### src/rtl/axis_frame_arbiter_if.sv
// AXI-Stream channel bundle for the frame arbiter ports.
// tdata/tvalid/tlast flow master to slave, tready flows back.
interface axis_frame_arbiter_if #(
  parameter int DATA_W = 8
);
  logic [DATA_W-1:0] tdata;
  logic              tvalid;
  logic              tlast;
  logic              tready;

  modport master (
    output tdata, tvalid, tlast,
    input  tready
  );

  modport slave (
    input  tdata, tvalid, tlast,
    output tready
  );
endinterface

### src/rtl/axis_frame_arbiter.sv
// Two-source AXI-Stream arbiter with frame-locked grants,
// round-robin tie break and per-source frame counters.
module axis_frame_arbiter #(
  parameter int DATA_W = 8,
  parameter int CNT_W  = 5
) (
  input  logic                    clk,
  input  logic                    reset,
  axis_frame_arbiter_if.slave     s0,
  axis_frame_arbiter_if.slave     s1,
  axis_frame_arbiter_if.master    m,
  output logic                    m_tid,
  output logic                    busy,
  output logic [CNT_W-1:0]        frame_cnt0,
  output logic [CNT_W-1:0]        frame_cnt1
);

  typedef enum logic [1:0] {
    IDLE,
    GNT0,
    GNT1
  } state_t;

  state_t            state;
  state_t            state_nxt;
  logic              last_grant;
  logic              done0;
  logic              done1;
  logic [DATA_W-1:0] tdata_sel;

  always_ff @(posedge clk or posedge reset) begin
    if (reset) begin
      state      <= IDLE;
      last_grant <= 1'b1;
      frame_cnt0 <= '0;
      frame_cnt1 <= '0;
    end else begin
      state <= state_nxt;
      if (done0) begin
        last_grant <= 1'b0;
        frame_cnt0 <= frame_cnt0 + 1'b1;
      end
      if (done1) begin
        last_grant <= 1'b1;
        frame_cnt1 <= frame_cnt1 + 1'b1;
      end
    end
  end

  always_comb begin
    state_nxt = state;
    tdata_sel = '0;
    m.tvalid  = 1'b0;
    m.tlast   = 1'b0;
    s0.tready = 1'b0;
    s1.tready = 1'b0;
    m_tid     = 1'b0;
    done0     = 1'b0;
    done1     = 1'b0;
    unique case (state)
      IDLE: begin
        // On a tie the source that did not win last time goes next
        if (s0.tvalid && s1.tvalid)
          state_nxt = last_grant ? GNT0 : GNT1;
        else if (s0.tvalid)
          state_nxt = GNT0;
        else if (s1.tvalid)
          state_nxt = GNT1;
      end
      GNT0: begin
        tdata_sel = s0.tdata;
        m.tvalid  = s0.tvalid;
        m.tlast   = s0.tlast;
        s0.tready = m.tready;
        done0     = s0.tvalid && s0.tlast && m.tready;
        if (done0)
          state_nxt = IDLE;
      end
      GNT1: begin
        tdata_sel = s1.tdata;
        m.tvalid  = s1.tvalid;
        m.tlast   = s1.tlast;
        s1.tready = m.tready;
        m_tid     = 1'b1;
        done1     = s1.tvalid && s1.tlast && m.tready;
        if (done1)
          state_nxt = IDLE;
      end
      default: state_nxt = IDLE;
    endcase
  end

  assign m.tdata = tdata_sel;
  assign busy    = (state != IDLE);

endmodule

### src/flat_wrapper.sv
// flat-port wrapper written by rule: the top's interface ports become plain ports
module axis_frame_arbiter_flat 
#(
  parameter int DATA_W = 8,
  parameter int CNT_W  = 5
)
  (clk, reset, m_tid, busy, frame_cnt0, frame_cnt1, s0_tdata, s0_tvalid, s0_tlast, s0_tready, s1_tdata, s1_tvalid, s1_tlast, s1_tready, m_tdata, m_tvalid, m_tlast, m_tready);
  axis_frame_arbiter_if #(.DATA_W(DATA_W)) s0_i ();
  axis_frame_arbiter_if #(.DATA_W(DATA_W)) s1_i ();
  axis_frame_arbiter_if #(.DATA_W(DATA_W)) m_i ();
  input  logic clk;
  input  logic reset;
  output logic m_tid;
  output logic busy;
  output logic [CNT_W-1:0] frame_cnt0;
  output logic [CNT_W-1:0] frame_cnt1;
  input wire logic [$bits(s0_i.tdata)-1:0] s0_tdata;
  input wire logic [$bits(s0_i.tvalid)-1:0] s0_tvalid;
  input wire logic [$bits(s0_i.tlast)-1:0] s0_tlast;
  output wire logic [$bits(s0_i.tready)-1:0] s0_tready;
  input wire logic [$bits(s1_i.tdata)-1:0] s1_tdata;
  input wire logic [$bits(s1_i.tvalid)-1:0] s1_tvalid;
  input wire logic [$bits(s1_i.tlast)-1:0] s1_tlast;
  output wire logic [$bits(s1_i.tready)-1:0] s1_tready;
  output wire logic [$bits(m_i.tdata)-1:0] m_tdata;
  output wire logic [$bits(m_i.tvalid)-1:0] m_tvalid;
  output wire logic [$bits(m_i.tlast)-1:0] m_tlast;
  input wire logic [$bits(m_i.tready)-1:0] m_tready;
  assign s0_i.tdata = s0_tdata;
  assign s0_i.tvalid = s0_tvalid;
  assign s0_i.tlast = s0_tlast;
  assign s0_tready = s0_i.tready;
  assign s1_i.tdata = s1_tdata;
  assign s1_i.tvalid = s1_tvalid;
  assign s1_i.tlast = s1_tlast;
  assign s1_tready = s1_i.tready;
  assign m_tdata = m_i.tdata;
  assign m_tvalid = m_i.tvalid;
  assign m_tlast = m_i.tlast;
  assign m_i.tready = m_tready;
  axis_frame_arbiter #(.DATA_W(DATA_W), .CNT_W(CNT_W)) u_core (.clk(clk), .reset(reset), .s0(s0_i), .s1(s1_i), .m(m_i), .m_tid(m_tid), .busy(busy), .frame_cnt0(frame_cnt0), .frame_cnt1(frame_cnt1));
endmodule
### config.mk
export PLATFORM = sky130hd
export DESIGN_NAME = axis_frame_arbiter_flat
export DESIGN_NICKNAME = d
export VERILOG_FILES = /design/src/rtl/axis_frame_arbiter_if.sv /design/src/rtl/axis_frame_arbiter.sv /design/src/flat_wrapper.sv
export SDC_FILE = /design/constraint.sdc
export NUM_CORES = 1
export LEC_CHECK = 0
export BUFFER_PORTS_ARGS = -buffer_cell sky130_fd_sc_hd__buf_2
export CELL_PAD_IN_SITES_DETAIL_PLACEMENT = 0
export CELL_PAD_IN_SITES_GLOBAL_PLACEMENT = 1
export CORE_MARGIN = 2
export CORE_UTILIZATION = 33
export CTS_CLUSTER_SIZE = 25
export DETAILED_ROUTE_END_ITERATION = 10
export PLACE_DENSITY_LB_ADDON = 0.1
export SLEW_MARGIN = 30
export SYNTH_ARGS = -nofsm -noshare
export SYNTH_HDL_FRONTEND = slang
export SYNTH_SLANG_ARGS = --single-unit
export TNS_END_PERCENT = 5
### constraint.sdc
create_clock -name clk -period 2.4 [get_ports clk]
set_input_delay 0.48 -clock clk [delete_from_list [all_inputs] [get_ports clk]]
set_output_delay 0.48 -clock clk [all_outputs]
set_load 0.005 [all_outputs]
==> qor.txt <==
Outcome = finished, final reports clean
Initial Utilization = 0.3380
Post-synth cell types = 20
Synth top area cells = dfrtp_1 37%, a22oi_1 9.2%, ha_1 9.2%, xnor2_1 8.6%, nor2b_1 7.7%
CTS buffer count = 3
Hold Vio Cnt, Final = 0
Core area = 0.002410 mm^2
Post-synthesis sequential area ratio = 0.4009
Slowest cell delay on critical path = 460 ps
PostCTS Resize Cnt = 0
Mapped Nets = 111
Initial detailed-routing violation count = 7
Tightest Pin Transition = 500.5 ps
Flop-to-flop setup slack = 670 ps
Syn Inst Count = 82
Startpoint Class = register
Cell at the slowest stage of the critical path = ha_1
Share of cells above drive strength 1 = 0.4231
TritonCTS clock tree = built
CP Class = register to output pin
Layout Nets = 160
Critical Path RT = 1920 ps
Vias = 784
I/O pin count = 47
# rows = 18
Mapped cell area = 814.5 um^2
First-pass GRT wire length = 3008 um
Relative slew slack = 0.6660
Yosys top cell area share = 0.3687
CP top delay family = adder cells
Critical R2R Launch = u_core.state[1]$_DFFE_PP0P_
Setup violators final = 0
Root Buffer = clkbuf_4
Clock skew = 3.265 ps
Synth area leader = dfrtp_1
# hold bufs at CTS = 0
WP data arrival = 1670 ps
Setup crit end kind = output pin
Setup crit start = u_core.state[1]$_DFFE_PP0P_
Multi-input gate area = 464.2 um^2
#FFs+latches synth = 13
Reg area = 326.6 um^2
Antenna violations before repair = 0
# port buffers = 46
DIE AREA = 0.002882 mm^2
Peak supply drop = 0.4025 mV
Max clock buf depth = 2
Largest net degree at the start of global routing = 16
Pre-CTS setup slack = 594.8 ps
Vias per inst = 4.900
Hold Crit Class = primary input to asynchronous set/reset pin
# H-tree levels = 1
Achievable Freq = 0.4653 GHz
Crit path time final = 2149 ps
Final ANT Viol Nets = 0
WL/cell = 11.77 um
Die Ht = 53.68 um
Min Hold Slack = 218.8 ps
YS warnings = 0
CTS Sinks = 13
Worst-path cell chain = inv_1 > ha_1 > a22oi_1 > nor2b_1 > buf_2
Diodes inserted = 0
Worst-path fanout max = 15
RSZ-0062 raised after global routing = no
Max Cap Viol = 0
# DRC = 0
Fin worst setup slack = 250.9 ps
Fillers = 237
TritonRoute pass-1 iters = 3
Final Max Tran Viols = 0
Tot GR Track Use = 0.1448
Final WL = 1883 um
WP buf/inv = 2
Mean Syn Cell Area = 9.933 um^2
Core Util, Final = 0.4564
GRT overflow = 0
Routability cong. = 0.8246
Pwr/cell area = 897.4 mW/mm^2
Vias in the first global route = 674
TNS Setup = 0 ps
Later-pin clock latency in the skew report = 270 ps
Leakage = 0.5681 nW
Period Utilization, post-route = 0.8955
Postcts setup bufs = 0
Syn-to-layout area delta = 35.02%
Die width = 53.68 um
Hpwl dp = 1446 um
Clock slew at reported path FFs = 80 ps
==> final timing paths <==
| path | endpoint | cells past startpoint |
|---|---|---|
| worst min-delay path | u_core.frame_cnt1[2]$_DFFE_PP0P_ | 2 |
| worst min register to register | u_core.frame_cnt0[4]$_DFFE_PP0P_ | 1 |
| min in group clk | u_core.frame_cnt0[4]$_DFFE_PP0P_ | 1 |
| worst max register to register | u_core.frame_cnt0[3]$_DFFE_PP0P_ | 5 |
| max in group asynchronous | u_core.last_grant$_DFFE_PP1P_ | 2 |
| worst max-delay path | m_tvalid | 5 |
==> worst register-to-register path: stages, from the launching register on <==
cell,delay [ps]
dfrtp_1,420
inv_1,100
ha_1,460
and4_2,370
nand4_1,120
xnor2_1,140
==> cells in the final DEF (no fill, tap or decap), drive strengths merged <==
cell,Yosys,layout
nand2,11,11
a22oi,10,10
nand4,6,6
dfrtp,12,12
and2,2,2
ha,6,6
inv,4,4
nand2b,1,1
buf,1,46
xnor2,8,8
a221oi,1,1
nor2b,10,10
a32o,2,2
and4,2,2
a221o,1,1
clkbuf,1,4
dfstp,1,1
nand3,2,2
nor3b,1,1
==> stage by stage <==
step	area [um^2]	total power, mW	instances
floorplan	814.5	0.6691	82
global placement	1074	0.8522	156
detailed placement	1074	0.8595	156
CTS	1100	1.006	160
global route	1100	1.087	160
finish	1100	0.9870	160
==> metal layers <==
metal	part of all wire	global-route usage	vias up
li1	-	-	390
met1	0.45	0.1962	363
met2	0.48	0.2073	29
met3	0.058	0.02222	2
met4	0.014	0.1026	0
met5	0	0	-
==> sequential cells by signal, indices dropped and copies added, names as in the netlist <==
name	flops
u_core.frame_cnt1	5
u_core.last_grant	1
u_core.state	2
u_core.frame_cnt0	5
==> Yosys cell counts <==
master / n
a221o_1: 1
and2_2: 2
buf_2: 1
nand3_2: 1
nand2_1: 11
nand3_1: 1
dfrtp_1: 12
clkbuf_1: 1
nand4_1: 6
nor3b_1: 1
a32o_1: 2
ha_1: 6
nand2b_1: 1
dfstp_2: 1
and4_2: 2
nor2b_1: 10
a22oi_1: 10
a221oi_1: 1
xnor2_1: 8
inv_1: 4
==> layout make-up <==
cell class | count | share of cell area
Sequential cell | 13 | 0.2969
Inverter | 4 | 0.01365
Multi-Input combinational cell | 63 | 0.4221
Clock buffer | 4 | 0.02389
Timing Repair Buffer | 46 | 0.2093
Tap cell | 30 | 0.03413
==> kinds of logic (layout without fill, tap and decap cells) <==
group,Yosys count,count (layout),synth area share
DFF,13,13,0.4009
buffers and inverters,6,54,0.02917
adders and majority gates,6,6,0.09216
xor gates and xnor gates,8,8,0.08602
and+or+nand+nor,35,35,0.2519
AOI/OAI and AO/OA,14,14,0.1398
==> where the power goes <==
group,total [mW],switching (mW),internal [mW]
registers,0.353,0.0660,0.287
clock network,0.135,0.0702,0.0643
logic,0.500,0.239,0.260
total,0.987,0.375,0.612
No activity file was read; power rests on OpenSTA's default activity.
